`src/rtl/fetch_pkg.sv`:
```
// Shared definitions for the instruction-fetch sequencer: widths and the state encoding.
package fetch_pkg;

    localparam int AW = 12;
    localparam int DW = 8;

    typedef enum logic [1:0] {
        IDLE  = 2'd0,
        ADDR  = 2'd1,
        LATCH = 2'd2,
        VALID = 2'd3
    } state_t;

endpackage

```
`src/rtl/fetch_sequencer.sv`:
```
// Fetch control FSM: drives PC load/increment and fetch-register capture, presents bytes to decode.
// Optional FETCH_SEQ_PERF_EN adds a saturating accepted-instruction counter (fetch_count).
module fetch_sequencer #(
    parameter int            AW         = fetch_pkg::AW,
    parameter logic [AW-1:0] START_ADDR = '0,
    parameter logic [AW-1:0] END_ADDR   = '1
) (
    input  logic          clk,
    input  logic          reset,
    input  logic          start,
    input  logic          halt_req,
    input  logic          jump_valid,
    input  logic [AW-1:0] jump_addr,
    input  logic [AW-1:0] pc_q,
    output logic          pc_en,
    output logic          pc_load,
    output logic [AW-1:0] pc_d,
    output logic          fetch_en,
    output logic          instr_valid,
    input  logic          instr_ready,
    output logic [AW-1:0] instr_addr,
    output logic          busy,
    output logic          done
`ifdef FETCH_SEQ_PERF_EN
    ,
    output logic [15:0]   fetch_count
`endif
);
    import fetch_pkg::*;

    state_t state, state_nxt;
    logic   done_nxt;
    logic   accept;

    always_ff @(posedge clk or negedge reset) begin
        if (!reset) begin
            state      <= IDLE;
            instr_addr <= '0;
            done       <= 1'b0;
        end else begin
            state <= state_nxt;
            done  <= done_nxt;
            if (fetch_en)
                instr_addr <= pc_q;
        end
    end

    always_comb begin
        state_nxt   = state;
        pc_en       = 1'b0;
        pc_load     = 1'b0;
        pc_d        = START_ADDR;
        fetch_en    = 1'b0;
        instr_valid = 1'b0;
        done_nxt    = 1'b0;

        unique case (state)
            IDLE: begin
                if (start && !halt_req) begin
                    pc_load   = 1'b1;
                    state_nxt = ADDR;
                end
            end
            ADDR:  state_nxt = LATCH;
            LATCH: begin
                // PC is bumped while the ROM output is captured, so it already
                // points at the next byte by the time decode takes this one.
                fetch_en  = 1'b1;
                pc_en     = 1'b1;
                state_nxt = VALID;
            end
            VALID: begin
                instr_valid = 1'b1;
                if (instr_ready) begin
                    if (instr_addr == END_ADDR) begin
                        state_nxt = IDLE;
                        done_nxt  = 1'b1;
                    end else begin
                        state_nxt = LATCH;
                    end
                end
            end
            default: state_nxt = IDLE;
        endcase

        // Jump drops any presented instruction without a handshake and wins over END_ADDR.
        if (jump_valid && state != IDLE) begin
            pc_load     = 1'b1;
            pc_d        = jump_addr;
            pc_en       = 1'b0;
            fetch_en    = 1'b0;
            instr_valid = 1'b0;
            done_nxt    = 1'b0;
            state_nxt   = ADDR;
        end

        if (halt_req) begin
            pc_load     = 1'b0;
            pc_d        = START_ADDR;
            pc_en       = 1'b0;
            fetch_en    = 1'b0;
            instr_valid = 1'b0;
            done_nxt    = 1'b0;
            state_nxt   = IDLE;
        end
    end

    assign busy   = (state != IDLE);
    assign accept = instr_valid && instr_ready;

`ifdef FETCH_SEQ_PERF_EN
    always_ff @(posedge clk or negedge reset) begin
        if (!reset)
            fetch_count <= '0;
        else if (state == IDLE && start)
            fetch_count <= '0;
        else if (accept && fetch_count != 16'hFFFF)
            fetch_count <= fetch_count + 16'd1;
    end
`else
    logic unused_accept;
    assign unused_accept = accept;
`endif

endmodule

```
`config.mk`:
```
export PLATFORM = sky130hd
export DESIGN_NAME = fetch_sequencer
export DESIGN_NICKNAME = d
export VERILOG_FILES = /design/src/rtl/fetch_pkg.sv /design/src/rtl/fetch_sequencer.sv
export SDC_FILE = /design/constraint.sdc
export NUM_CORES = 1
export LEC_CHECK = 0
export CORE_ASPECT_RATIO = 1.25
export CORE_UTILIZATION = 34
export DETAILED_ROUTE_END_ITERATION = 6
export GPL_ROUTABILITY_DRIVEN = 0
export PLACE_DENSITY = 0.79
export SLEW_MARGIN = 30
export SYNTH_ARGS = -nofsm -noshare
export SYNTH_HDL_FRONTEND = slang
export SYNTH_SLANG_ARGS = --single-unit
```
`constraint.sdc`:
```
create_clock -name clk -period 2.1 [get_ports clk]
set_input_delay 0.42 -clock clk [delete_from_list [all_inputs] [get_ports clk]]
set_output_delay 0.42 -clock clk [all_outputs]
set_load 0.1 [all_outputs]
```
### Word-level counts from Yosys, hierarchy flattened

Index checks and enable logic that the tools add are counted.

| operators by class | value |
|---|---|
| multiplexer cells | 23 |
| reductions and logical operators | 6 |
| eq/ne operators | 6 |

Operator list:

| cell | number |
|---|---|
| 12-bit two-way mux | 2 |
| 1-bit two-way mux | 15 |
| 12-bit equality test (second input constant) | 1 |
| 2-bit two-way mux | 5 |
| 4-bit != test (second input constant) | 2 |
| 2-bit case mux with 4 select lines | 1 |
| 2-bit equality test (second input constant) | 2 |
| 2-bit by 1-bit equality test with 1-bit output (second input constant) | 1 |
| 1-bit logical AND | 2 |
| 2-bit logical NOT | 1 |
| 2-bit AND reduction | 1 |
| 2-bit nonzero test | 1 |
| 1-bit logical NOT | 1 |

| word-level totals | value |
|---|---|
| bits in registers | 15 |
| output and inout bits | 30 |
| word-level logic and storage cells | 38 |

### Logic depth before layout (Yosys ltp)

Gate-level depths: netlist (run 1).

| logic depth | value |
|---|---|
| depth in word-level cells | 6 |
| gate-level depth with buffers | 4 |
| mapped depth without buffers | 3 |

### Worst setup path before layout (run 1)

Ideal clock, no wire load.

| timing path | value |
|---|---|
| kind | register -> output |
| start point | register state[0] |
| end point | output instr_valid |
| arrival | 2.540 ns |
| cell stages (with the launch flop) | 3 |
| buffers on the path | 0 |
| data required time | 1.680 ns |
| slack | -0.860 ns |
| cells stage by stage | dfrtp_1 > nand2_1 > nor3_1 |

| on the way | value |
|---|---|
| cells in the longest elaborated chain, start to end | 4 |
| elaborated cells between the ends (all ways) | 6 |
| classes of those cells | eq/ne: 1; mux: 3; reduce/logical: 2 |

Ends and longest elaborated chain:

| what | RTL line | source |
|---|---|---|
| start, declared | fetch_sequencer.sv:31 | `state_t state, state_nxt;` |
| start signal, assigned | fetch_sequencer.sv:41 | `state <= state_nxt;` |
| 2-bit equality test or 2-bit nonzero test (tied branches) | fetch_sequencer.sv:57, fetch_sequencer.sv:87 |  |
| 1-bit two-way mux or 1-bit logical AND (tied branches) | fetch_sequencer.sv:57, fetch_sequencer.sv:87 |  |
| 1-bit two-way mux * | fetch_sequencer.sv:87 | `if (jump_valid && state != IDLE) begin` |
| 1-bit two-way mux * | fetch_sequencer.sv:97 | `if (halt_req) begin` |
| end, declared | fetch_sequencer.sv:19 | `output logic instr_valid,` |

Every way passes the cells marked *; elsewhere a longest branch is shown, timed or not.

### Worst setup path after layout (run 1)

| timing path | value |
|---|---|
| start point | input jump_valid |
| end point | output pc_d[0] |

| on the way | value |
|---|---|
| cells in the longest elaborated chain, start to end | 3 |

Ends and longest elaborated chain:

| what | RTL line | source |
|---|---|---|
| start, declared | fetch_sequencer.sv:12 | `input logic jump_valid,` |
| 1-bit logical AND | fetch_sequencer.sv:87 |  |
| 12-bit two-way mux | fetch_sequencer.sv:87 |  |
| 12-bit two-way mux | fetch_sequencer.sv:97 |  |
| end, declared | fetch_sequencer.sv:17 | `output logic [AW-1:0] pc_d,` |

No other way between the ends.

==> results of run 1 <==
cell type report:
cell class,count,area share (%)
well taps,20,1.56
multi-input cells,42,22.5
inverters,2,0.469
flip-flops and latches,15,23.6
clock inverters,1,0.313
repair buffers,68,50.2
clock buffers,3,1.41
power groups by stage:
stage | clock network (mW) | registers, mW | logic [mW]
2_1_floorplan | 0 | 0.841 | 0.160
3_3_place_gp | 0 | 0.407 | 0.829
3_5_place_dp | 0 | 0.412 | 0.838
4_1_cts | 0.170 | 0.406 | 0.839
5_1_grt | 0.172 | 0.417 | 0.859
6_report | 0.161 | 0.406 | 0.836
sequential cells by signal, summed over array words and instances (netlist names):
name / cells
instr_addr: 12
state: 2
done: 1
kinds of logic (layout without fill, tap and decap cells):
logic type             after synthesis  count (layout)  share of synthesized area (%)
multiplexers                        12              12                           18.0
AO/OA/AOI/OAI                        4               4                           3.00
AND/OR/NAND/NOR                     26              26                           24.8
flip-flops                          15              15                           50.0
buffers and inverters                5              74                           4.17
repair_timing:
item / CTS / global route
hold endpoints to repair: 0 / 0
buffers inserted: 0 / 2
gates resized for setup: 0 / 5
endpoints found under the setup margin: 0 / 14
worst max-delay path, cell delays in order:
cell and delay, ns:
clkdlybuf4s50_1 0.48, nor3b_2 0.17, buf_4 0.18, and2_2 0.18
buf_12 0.17
layer usage:
metal | GRT usage (%) | vias up | wire length, um
met3 | 5.28 | 4 | 274
met5 | 0 | - | 0
li1 | - | 356 | -
met2 | 37.7 | 54 | 1130
met1 | 16.5 | 351 | 659
met4 | 9.09 | 0 | 33
placed cells by master (no fill, tap or decap):
cell type,instances
dfrtp_2,1
nor4_1,2
a21oi_2,1
dfrtp_1,14
nor3_1,1
a21oi_1,1
clkdlybuf4s50_1,28
nor3b_1,1
clkbuf_4,3
nand4_1,3
clkinv_2,1
nand3_1,1
inv_1,2
nor3_2,1
nand2_1,2
nor4b_4,1
o21ai_0,1
nor2_2,1
buf_12,17
a211oi_1,1
buf_6,1
dlymetal6s2s_1,1
nor3b_2,1
buf_4,21
mux2_2,12
and2_2,12
worst max path at each step:
| stage | endpoint | depth (start not counted) | slack, ns | startpoint |
|---|---|---|---|---|
| 4_1_cts | pc_d[5] | 5 | 0.003 | halt_req |
| 6_report | pc_d[0] | 5 | 0.08 | jump_valid |
| 5_1_grt | pc_d[0] | 5 | -0.006 | jump_valid |
| 3_5_place_dp | pc_d[5] | 5 | 0.009 | halt_req |
| 3_3_place_gp | pc_d[11] | 5 | 0.05 | halt_req |
| 2_1_floorplan | instr_valid | 2 | -0.01 | state[0] |
per-stage QoR:
| step | hold slack, ns | setup slack, ns | total power [mW] |
|---|---|---|---|
| after global placement | 0.519 | 0.0473 | 1.24 |
| after CTS | 0.542 | 0.00283 | 1.42 |
| after global routing | 0.572 | -0.00646 | 1.45 |
| after detailed placement | 0.531 | 0.00878 | 1.25 |
| final | 0.526 | 0.0818 | 1.40 |
| after floorplan | 0.124 | -0.0118 | 1.00 |
==> metrics, run 1 <==
outcome finished, violations left; violated checks design-rule violations; share of cells above drive strength 1 55.7%; DRC viols 3; Die Area 2400 um^2; Yosys cell types 18; CTS tree done; clk slew on worst S/H paths 0.09 ns; area occupied by multi-input gates 360 um^2; mapped cell area 751 um^2; Yosys top cell area share 50.0%; Max Root-Sink Buffers 2; Sw Ratio 53.9%; nets 162; Comb power frac 59.6%; Synth Flop Type dfrtp_1; Internal 647 uW; initial antenna violation count 0; cell taking the most area after synthesis dfrtp_1; critical path class input pin to output pin; Hold Crit Class input pin to async pin; Vias 765; Synth-to-Final Area Change 113%; H-tree depth 1; clock tree sinks 15; max_cap viols 0; Seq cells post-synth 15; worst-skew pair later-pin latency 0.28 ns; grt ovf 0; design area 1600 um^2; initial DRC count 11; largest net degree at the start of global routing 16; Port Buffers 59; DIE WIDTH 44.0 um; syn_area_per_cell 12.1 um^2; WL/cell 13.9 um; R2R cell count 5; WP data arrival 1.60 ns; Fin. Hold Viols 0; area occupied by registers 377 um^2; Placed Instance Area 1540 um^2; vias in the first global route 788; WL final 2100 um; initial cell density of the core 37.0%; via/cell ratio 5.07; crit-path max FO 12; Worst R2R End instr_addr[6]; worst slew pin tran 0.643 ns; min Tclk post-route 2.02 ns; most numerous cell in the Yosys netlist dfrtp_1; sequential share of the synthesized area 50.0%; crit end category output pin; final instance count without filler cells 151; FF-to-FF Start state[0]; placed cells 145; first-pass GRT wire length 3260 um; RSZ-0062 raised after global routing true; Routed Antenna Nets 0; diode count 0; DPL Wire Length 1790 um; Final setup violation count 0; PD cells 877 nW/um^2; Post-Syn Nets 92; placeable core area 2030 um^2; Synth area leaders dfrtp_1 (50%), mux2_2 (18%), and2_2 (12%); Flop pwr share 28.9%; Ports 60; FMAX 0.495 GHz; Cells after Synth 62; die height 54.5 um; crit start category input pin; most frequent cells after synthesis dfrtp_1 (15), and2_2 (12), mux2_2 (12), nand4_1 (3); CTS root buf clkbuf_4; Final Max Slew Viols 0; Setup TNS 0 ns; synthesis warning total 0; Num CTS Buffers 3; required time worst endpoint 1.68 ns; Switching Power 756 uW; peak supply drop 1.01 mV; worst relative slew slack 57.0%; Post-synth EDFFs 0; Final period util 96.1%; r2r setup slk 0.48 ns; P_leak 0.720 nW; ys async rst share 100%; power share of the clock group 11.5%; gr usage total 18.7%; filler cell count 129; Post-CTS Hold Fix Bufs 0; Clock Skew 0.00559 ns; first-pass iteration count of the detailed router 7; Core Util, Final 78.9%; Row Count 18
(Power assumes the default switching activity.)
==> run 2: changes to the inputs <==
--- a/config.mk
+++ b/config.mk
@@ -10,6 +10,7 @@
 export DETAILED_ROUTE_END_ITERATION = 6
 export GPL_ROUTABILITY_DRIVEN = 0
 export PLACE_DENSITY = 0.79
+export SKIP_CTS_REPAIR_TIMING = 1
 export SLEW_MARGIN = 30
 export SYNTH_ARGS = -nofsm -noshare
 export SYNTH_HDL_FRONTEND = slang
==> results of run 2 <==
The final DEF is identical to that of run 1; final timing and power are the same.
